$ cat src/rtl/pwm_hbridge.sv
// Signed-duty PWM driver for the DC-motor H-bridge with shadowed duty and dead time.
// Optional low-side short brake on zero duty: define PWM_BRAKE_EN.
`timescale 1ns/1ps
module pwm_hbridge #(
  parameter int W    = 14,
  parameter int DEAD = 8
) (
  input  logic         clk,
  input  logic         rst_n,
  input  logic [W-1:0] duty,
  input  logic         wrt_duty,
  output logic         CH_A,
  output logic         CH_B,
  output logic         prd_end
);

  localparam int CW = W - 1;
  localparam logic [CW-1:0] MAX  = {CW{1'b1}};
  localparam logic [CW-1:0] LAST = {{(CW-1){1'b1}}, 1'b0};
  localparam logic [CW-1:0] DLD  = CW'(DEAD - 1);

`ifdef PWM_BRAKE_EN
  typedef enum logic [1:0] {FWD = 2'd0, REV = 2'd1, BRAKE = 2'd2} mode_t;
`else
  typedef enum logic [1:0] {FWD = 2'd0, REV = 2'd1} mode_t;
`endif
  typedef enum logic {ST_RUN, ST_DEAD} state_t;

  logic [CW-1:0] cnt;
  logic [CW-1:0] dcnt;
  logic [CW-1:0] mag;
  logic [W-1:0]  shadow;
  logic [W-1:0]  active;
  logic [W-1:0]  nxt_act;
  logic [W-1:0]  abs_a;
  logic          last;
  logic          on;
  mode_t         mode;
  mode_t         req_nxt;
  mode_t         req_cur;
  state_t        state;

  function automatic mode_t dir_of(input logic [W-1:0] a);
    return a[W-1] ? REV : FWD;
  endfunction

  assign last    = (cnt == LAST);
  assign nxt_act = wrt_duty ? duty : shadow;
  assign abs_a   = active[W-1] ? (~active + 1'b1) : active;
  assign mag     = (abs_a > {1'b0, MAX}) ? MAX : abs_a[CW-1:0];
  assign on      = (cnt < mag);

  // Requested mode for the upcoming period and for the running one.
  always_comb begin
    req_nxt = mode;
    req_cur = mode;
    if (nxt_act != '0) req_nxt = dir_of(nxt_act);
`ifdef PWM_BRAKE_EN
    else req_nxt = BRAKE;
`endif
    if (active != '0) req_cur = dir_of(active);
`ifdef PWM_BRAKE_EN
    else req_cur = BRAKE;
`endif
  end

  // Period counter, end strobe, shadow and boundary load.
  always_ff @(posedge clk or negedge rst_n) begin
    if (!rst_n) begin
      cnt     <= '0;
      prd_end <= 1'b0;
      shadow  <= '0;
      active  <= '0;
    end else begin
      cnt     <= last ? '0 : cnt + 1'b1;
      prd_end <= last;
      if (wrt_duty) shadow <= duty;
      if (last) active <= nxt_act;
    end
  end

  // Drive/dead-time FSM with registered bridge outputs.
  always_ff @(posedge clk or negedge rst_n) begin
    if (!rst_n) begin
      state <= ST_RUN;
      mode  <= FWD;
      dcnt  <= '0;
      CH_A  <= 1'b0;
      CH_B  <= 1'b0;
    end else begin
      unique case (state)
        ST_RUN: begin
          if (last && req_nxt != mode) begin
            state <= ST_DEAD;
            dcnt  <= DLD;
          end
`ifdef PWM_BRAKE_EN
          CH_A <= (on && mode == FWD) || mode == BRAKE;
          CH_B <= (on && mode == REV) || mode == BRAKE;
`else
          CH_A <= on && mode == FWD;
          CH_B <= on && mode == REV;
`endif
        end
        ST_DEAD: begin
          CH_A <= 1'b0;
          CH_B <= 1'b0;
          if (dcnt == '0) begin
            mode  <= req_cur;
            state <= ST_RUN;
          end else begin
            dcnt <= dcnt - 1'b1;
          end
        end
        default: state <= ST_RUN;
      endcase
    end
  end

endmodule

$ cat config.mk
export PLATFORM = sky130hd
export DESIGN_NAME = pwm_hbridge
export DESIGN_NICKNAME = d
export VERILOG_FILES = /design/src/rtl/pwm_hbridge.sv
export SDC_FILE = /design/constraint.sdc
export NUM_CORES = 1
export LEC_CHECK = 0
export CAP_MARGIN = 20
export CORE_UTILIZATION = 64
export CTS_CLUSTER_SIZE = 20
export DETAILED_ROUTE_END_ITERATION = 6
export GPL_TIMING_DRIVEN = 0
export PLACE_DENSITY = 0.81
export SLEW_MARGIN = 20
export SYNTH_ARGS = -nofsm -noshare
export SYNTH_HDL_FRONTEND = slang
export SYNTH_SLANG_ARGS = --single-unit
export TNS_END_PERCENT = 5
$ cat constraint.sdc
create_clock -name clk -period 4.4 [get_ports clk]
set_input_delay 0.44 -clock clk [delete_from_list [all_inputs] [get_ports clk]]
set_output_delay 0.44 -clock clk [all_outputs]
set_load 0.005 [all_outputs]
==> impl_results.md, run 1 <==
- Status: finished, final reports clean
- Std-Cell Rows: 25
- Clock H-tree levels: 3
- Initial core utilization: 68.0%
- Global-route wire length before repair: 11.4 mm
- Dominant cells by area after synthesis: dfrtp_1 45%, mux2_2 6.9%, ha_1 6.1%
- Synthesized net count: 358
- Top_reg_cell synth: dfrtp_1
- Tmin final: 3.31 ns
- Via count: 2550
- Mean Syn Cell Area: 10.1 um^2
- Num CTS Buffers: 9
- Crit Path Max Fanout: 8
- Clk_lat worst skew: 0.34 ns
- Die Y-Extent: between 70 and 80 um
- Hold Path Class: input port to async pin
- Layout overhead on the synthesized area: 14.5%
- RSZ-0062 raised after global routing: false
- Clk_skew: slightly below 0.008 ns
- Yosys top cell by area: dfrtp_1
- CP startpoint kind: flop
- I/O pins: 20
- Critical path arrival: 3.54 ns
- Post-synthesis register bit count: 59
- TNS Setup: 0 ns
- Drt pass-1 iters: 4
- Maximum vdd drop: 0.231 mV
- Vias per inst: 5.99
- Crit end category: flop
- DRC errors left: 0
- Placed cell area: 0.00354 mm^2
- Total wire length: 6.90 mm
- Die Width: roughly 74 um
- Max-cap violations: 0
- Commonest cells in the netlist: 59 x dfrtp_1, 35 x nor2_1, 26 x nand2_1, 20 x mux2_2
- Reg2Reg Depth: 11
- Pwr Total: 1130 uW
- GPL Wtd Cong: 0.854
- Design area: between 0.003 and 0.004 mm^2
- Cell area after synthesis: ~0.0033 mm^2
- WS Path Type: flop to flop
- Post-CTS Setup Bufs: 0
- Die Area: 0.00541 mm^2
- Count of pins over their slew limit: 0
- Yosys cell types: 51
- Period Utilization, post-route: between 70% and 80%
- Worst-Margin Slew: about 0.71 ns
- Largest net degree at the start of global routing: 60
- Slew headroom: 52.4%
- Placed Cells: 410
- Total Nets Final: 387
- Post-DP HPWL: 4.88 mm
- Post-synthesis sequential area ratio: 45.1%
- WP data required: about 4.6 ns
- Top-count cell post-synth: dfrtp_1
- Vias in the first global route: about 2500
- Synth warn: 0
- Diode count: 0
- Fillers: 353
- Synth top area share: 45.1%
- Initial antenna violation count: 0
- Post-CTS resize count: 0
- Iter 0 DRT Violations: 79
- Routed WL per cell: between 15 and 20 um
- Share of cells above drive strength 1: 15.3%
- Root Driver: clkbuf_8
- Final Hold Viols: 0
- Congestion Overflow GR: 0
- Core Area: roughly 0.0048 mm^2
- Antenna viol nets, final: 0
- Gate Count Post-Synth: 325
- CTS tree: yes
- Static leakage: 0.00166 uW
- Final setup vio count: 0
- Overall global routing resource usage: between 20% and 30%
- PortBufs: 18
- Hold-fix buffer count after cts: 0
- Bufs on Longest Clock Path: 2
- Power Density: 302 mW/mm^2
- Max Fclk: 302 MHz
- Non-filler cells, final: between 400 and 500
- Worst-path clk slew: 0.07 ns
- # clock sinks: about 60
- Asr flop ratio synth: between 90% and 100%
- Post-synth EDFFs: 0
- Final Util: roughly 78%
-- per-stage QoR --
stage,worst slack (ns),hold WS (ns)
after floorplan,1.53,0.144
after global placement,1.15,0.495
after global routing,0.906,0.208
after detailed placement,1.15,0.507
after CTS,1.11,0.168
final,1.09,0.146
-- cell usage in the layout (no fill, tap or decap), drive strengths merged, types with 4 or more instances in the layout --
cell type      Yosys  final
a211oi             4      4
a21oi             15     15
a31o               5      5
and4               7      7
buf                7      8
clkbuf             4     16
clkdlybuf4s50      0     17
dfrtp             59     59
ha                16     16
inv               15     15
mux2              22     22
nand2             26     26
nand3              7      7
nand4              7      7
nor2              35     35
nor3               6      6
nor4               7      7
o21ai             17     17
or2                5      5
or3                4      4
xnor2             12     12
xor2               8      8
-- flip-flops by register name, summed over array words and instances (netlist names) --
name	cells
state	1
cnt	13
shadow	14
mode	1
CH_B	1
dcnt	13
prd_end	1
active	14
CH_A	1
-- worst max-delay path, stage by stage (launching register included) --
cell	delay [ns]
dfrtp_1	0.45
nor4_1	0.52
nor3b_2	0.37
and4_1	0.22
buf_2	0.18
a211oi_1	0.09
ha_1	0.32
and4_1	0.22
nand2_1	0.07
a41o_1	0.20
a311o_1	0.37
and4b_1	0.18
-- routing by layer --
layer | share of wire (%) | global-route usage (%)
met5 | 0 | 0
met4 | 2.5 | 16.9
met3 | 3.5 | 5.76
met2 | 50 | 47.9
met1 | 44 | 34.0
-- power breakdown --
group	leakage, uW	internal, uW	total, uW	switching (uW)
Clock	0.000108	306	520	214
Sequential	0.000717	555	561	5.28
Combinational	0.000836	27.2	54.1	26.9
Total	0.00166	888	1130	246
-- kinds of logic (layout without fill, tap and decap cells) --
kind of cell / after synthesis / in the layout / synth area share [%]
buffers and inverters: 26 / 60 / 3.59
XOR/XNOR: 20 / 20 / 5.35
multiplexers: 24 / 24 / 8.40
AO/OA/AOI/OAI: 61 / 61 / 12.4
AND/OR/NAND/NOR: 119 / 119 / 19.1
flip-flops: 59 / 59 / 45.1
adder cells (fa/ha/maj): 16 / 16 / 6.11
-- worst paths after layout --
check                           from         end  slack, ns
min reg2reg                shadow[6]   shadow[6]       0.53
max                        active[2]        CH_A       1.09
max reg2reg                active[2]        CH_A       1.09
min in group clk            wrt_duty  shadow[12]       0.43
min                            rst_n  shadow[11]       0.15
max in group asynchronous      rst_n      cnt[1]       3.78
-- area by class of cell --
| cell class | count | area (um^2) | share of cell area, % |
|---|---|---|---|
| plain buffers | 11 | 61.3 | 1.63 |
| clock buffers | 12 | 165 | 4.40 |
| clock inverters | 4 | 47.5 | 1.27 |
| inverters | 15 | 56.3 | 1.50 |
| multi-input cells | 240 | 1680 | 44.9 |
| flip-flops and latches | 59 | 1480 | 39.4 |
| well taps | 67 | 83.8 | 2.23 |
| repair buffers | 18 | 178 | 4.74 |
(Power assumes the default switching activity.)
==> inputs of run 2 (changes only) <==
Settings changed: CORE_UTILIZATION 64 to 54, PLACE_DENSITY 0.81 to 0.72.
Clock period 4.4 ns to 2.9 ns, I/O delays scaled along.
==> run 2 against run 1 <==
The run now ends with hold timing left. Fmax is 16% higher. Clock skew is 0.0026 ns higher. Wire length is 6.3% lower. Design area is 2.4% higher. Register-to-register slack worse by 1.1 ns. Die area is 18% higher. Final cell count is 3.1% higher. Via count is 1.2% lower.
==> impl_results.md, run 2 (synthesized netlist as in run 1, its figures left out) <==
- Worst-Margin Slew: 0.738 ns (+0.0241 ns)
- Final Util: 65.2% (-13 points)
- Antenna viol nets, final: 0 (unchanged)
- Num CTS Buffers: 9 (unchanged)
- Fillers: 483 (+37%)
- Core Area: 0.00589 mm^2 (+22%)
- Root Driver: clkbuf_8
- Die Area: 0.00638 mm^2 (+18%)
- Hold-fix buffer count after cts: 0 (unchanged)
- Critical path arrival: 3.13 ns (-0.41 ns)
- GPL Wtd Cong: 0.824 (-3.5%)
- Static leakage: 0.00168 uW (+1.2%)
- WP data required: 3.17 ns (-1.46 ns)
- Die Width: 79.9 um (+8.6%)
- Vias per inst: 5.74 (-4.1%)
- Share of cells above drive strength 1: 18.4% (+3.1 points)
- CP most frequent cell: and4_1
- Slowest cell delay on critical path: 0.54 ns (+0.02 ns)
- Iter 0 DRT Violations: 99 (+25%)
- Drt pass-1 iters: 5 (+1)
- Die Y-Extent: 79.9 um (+8.6%)
- DRC errors left: 0 (unchanged)
- Crit end category: flop
- Count of pins over their slew limit: 0 (unchanged)
- Final Hold Viols: 6 (+6)
- Commonest non-fill, non-tap cells in the layout: 56 x dfrtp_1, 34 x nor2_1, 26 x nand2_1
- Initial antenna violation count: 0 (unchanged)
- Congestion Overflow GR: 0 (unchanged)
- Max-cap violations: 0 (unchanged)
- Max Fclk: 349 MHz (+16%)
- Global-route wire length before repair: 10.9 mm (-4.0%)
- Slew headroom: 50.4% (-2.0 points)
- Power Density: 445 mW/mm^2 (+47%)
- CP startpoint kind: flop
- Largest net degree at the start of global routing: 60 (unchanged)
- I/O pins: 20 (unchanged)
- Status: finished with violations
- RSZ-0062 raised after global routing: true
- Period Utilization, post-route: 98.8% (+24 points)
- Vias in the first global route: 2433 (-3.6%)
- Maximum vdd drop: 0.320 mV (+39%)
- Worst-path clk slew: 0.07 ns (about the same)
- Diode count: 0 (unchanged)
- Slowest CP cell: or4_4
- Initial core utilization: 55.7% (-12 points)
- Crit-path cells: or4_4, nor2_2, and4_1, buf_6, buf_4, nor2_1, mux2_2, ha_1, a211oi_1, o21ai_1, o2111ai_1, and4_1
- Post-place setup slack: -0.295 ns (-1.44 ns)
- Regs by FF count: active (14), shadow (14)
- Total Nets Final: 392 (+1.3%)
- Final worst slack: 0.0358 ns (-1.05 ns)
- Violated checks: hold timing
- Final setup vio count: 0 (unchanged)
- Bufs on Longest Clock Path: 2 (unchanged)
- PortBufs: 18 (unchanged)
- Routed WL per cell: 14.7 um (-9.1%)
- CTS tree: yes
- Crit Path Max Fanout: 7 (-1)
- # clock sinks: 59 (unchanged)
- Via count: 2520 (-1.2%)
- Worst path bufs/invs: 2 (+1)
- Total wire length: 6.46 mm (-6.3%)
- Overall global routing resource usage: 22.9% (-5.7 points)
- WS Path Type: flop to flop
- Std-Cell Rows: 28 (+12%)
- Post-DP HPWL: 4.60 mm (-5.7%)
- Most common cell after layout, fill and taps aside: dfrtp_1
- Layout overhead on the synthesized area: 17.2%
- Hold Path Class: input port to async pin
- Tmin final: 2.86 ns (-0.447 ns)
- CP delay by family, top: simple AND/OR/NAND/NOR gates
- Hold slack: -0.00704 ns (-0.153 ns)
- Clk_skew: 0.0103 ns (+0.00261 ns)
- Clk_lat worst skew: 0.34 ns (about the same)
- Clock H-tree levels: 3 (unchanged)
[run 2: changes by cell type in the layout (fill, tap and decap cells not counted), moves of 2 or more]
| cell | change |
|---|---|
| buf_4 | +6 |
| clkinv_2 | -2 |
| clkinvlp_4 | +2 |
| dfrtp_1 | -3 |
| dfrtp_2 | +3 |
[run 2: path summary, 6_finish.rpt]
check / startpoint / end / slack [ns] / cells past startpoint
setup / recovery: active[8] / CH_B / 0.04 / 12
hold / removal: rst_n / dcnt[1] / -0.007 / 1
setup reg to reg: active[8] / CH_B / 0.04 / 12
hold reg to reg: shadow[6] / shadow[6] / 0.51 / 1
max in group asynchronous: rst_n / active[8] / 2.36 / 1
min in group clk: wrt_duty / shadow[6] / 0.27 / 2
[run 2: layout make-up]
cell class	count	area, um^2	area share, %
Inverter	15	56.3	1.47
Sequential cell	59	1480	38.5
Timing Repair Buffer	24	223	5.80
Multi-Input combinational cell	240	1710	44.5
Tap cell	75	93.8	2.44
Buffer	10	63.8	1.66
Clock buffer	11	151	3.94
Clock inverter	5	61.3	1.60
[run 2: what timing repair did]
action                                  CTS  global route
buffers inserted                          3             3
pin swaps                                 1             4
gates resized for setup                   8             3
endpoints found under the setup margin    2             2
[run 2: routing by layer]
layer / wire length [um] / GRT usage, % / up-vias
met5: 0 / 0 / -
met4: 148 / 13.2 / 0
met3: 254 / 4.34 / 11
met2: 3180 / 37.5 / 55
met1: 2880 / 28.1 / 1210
li1: - / - / 1244
[run 2: through the flow]
step / cells / hold slack, ns / TNS [ns] / total power, uW / area (um^2)
finish: 439 / -0.00704 / 0 / 1710 / 3840
global route: 439 / 0.0674 / -0.174 / 1780 / 3840
CTS: 436 / 0.0284 / 0 / 1730 / 3810
detailed placement: 418 / 0.401 / -0.588 / 947 / 3550
global placement: 418 / 0.493 / -16.61 / 947 / 3550
floorplan: 325 / -0.00559 / 0 / 900 / 3280
[run 2: report_power, final]
part	switching, uW	leakage [uW]	internal [uW]
clock network	335	0.0000978	444
logic	39.4	0.000872	41.2
registers	7.90	0.000712	842
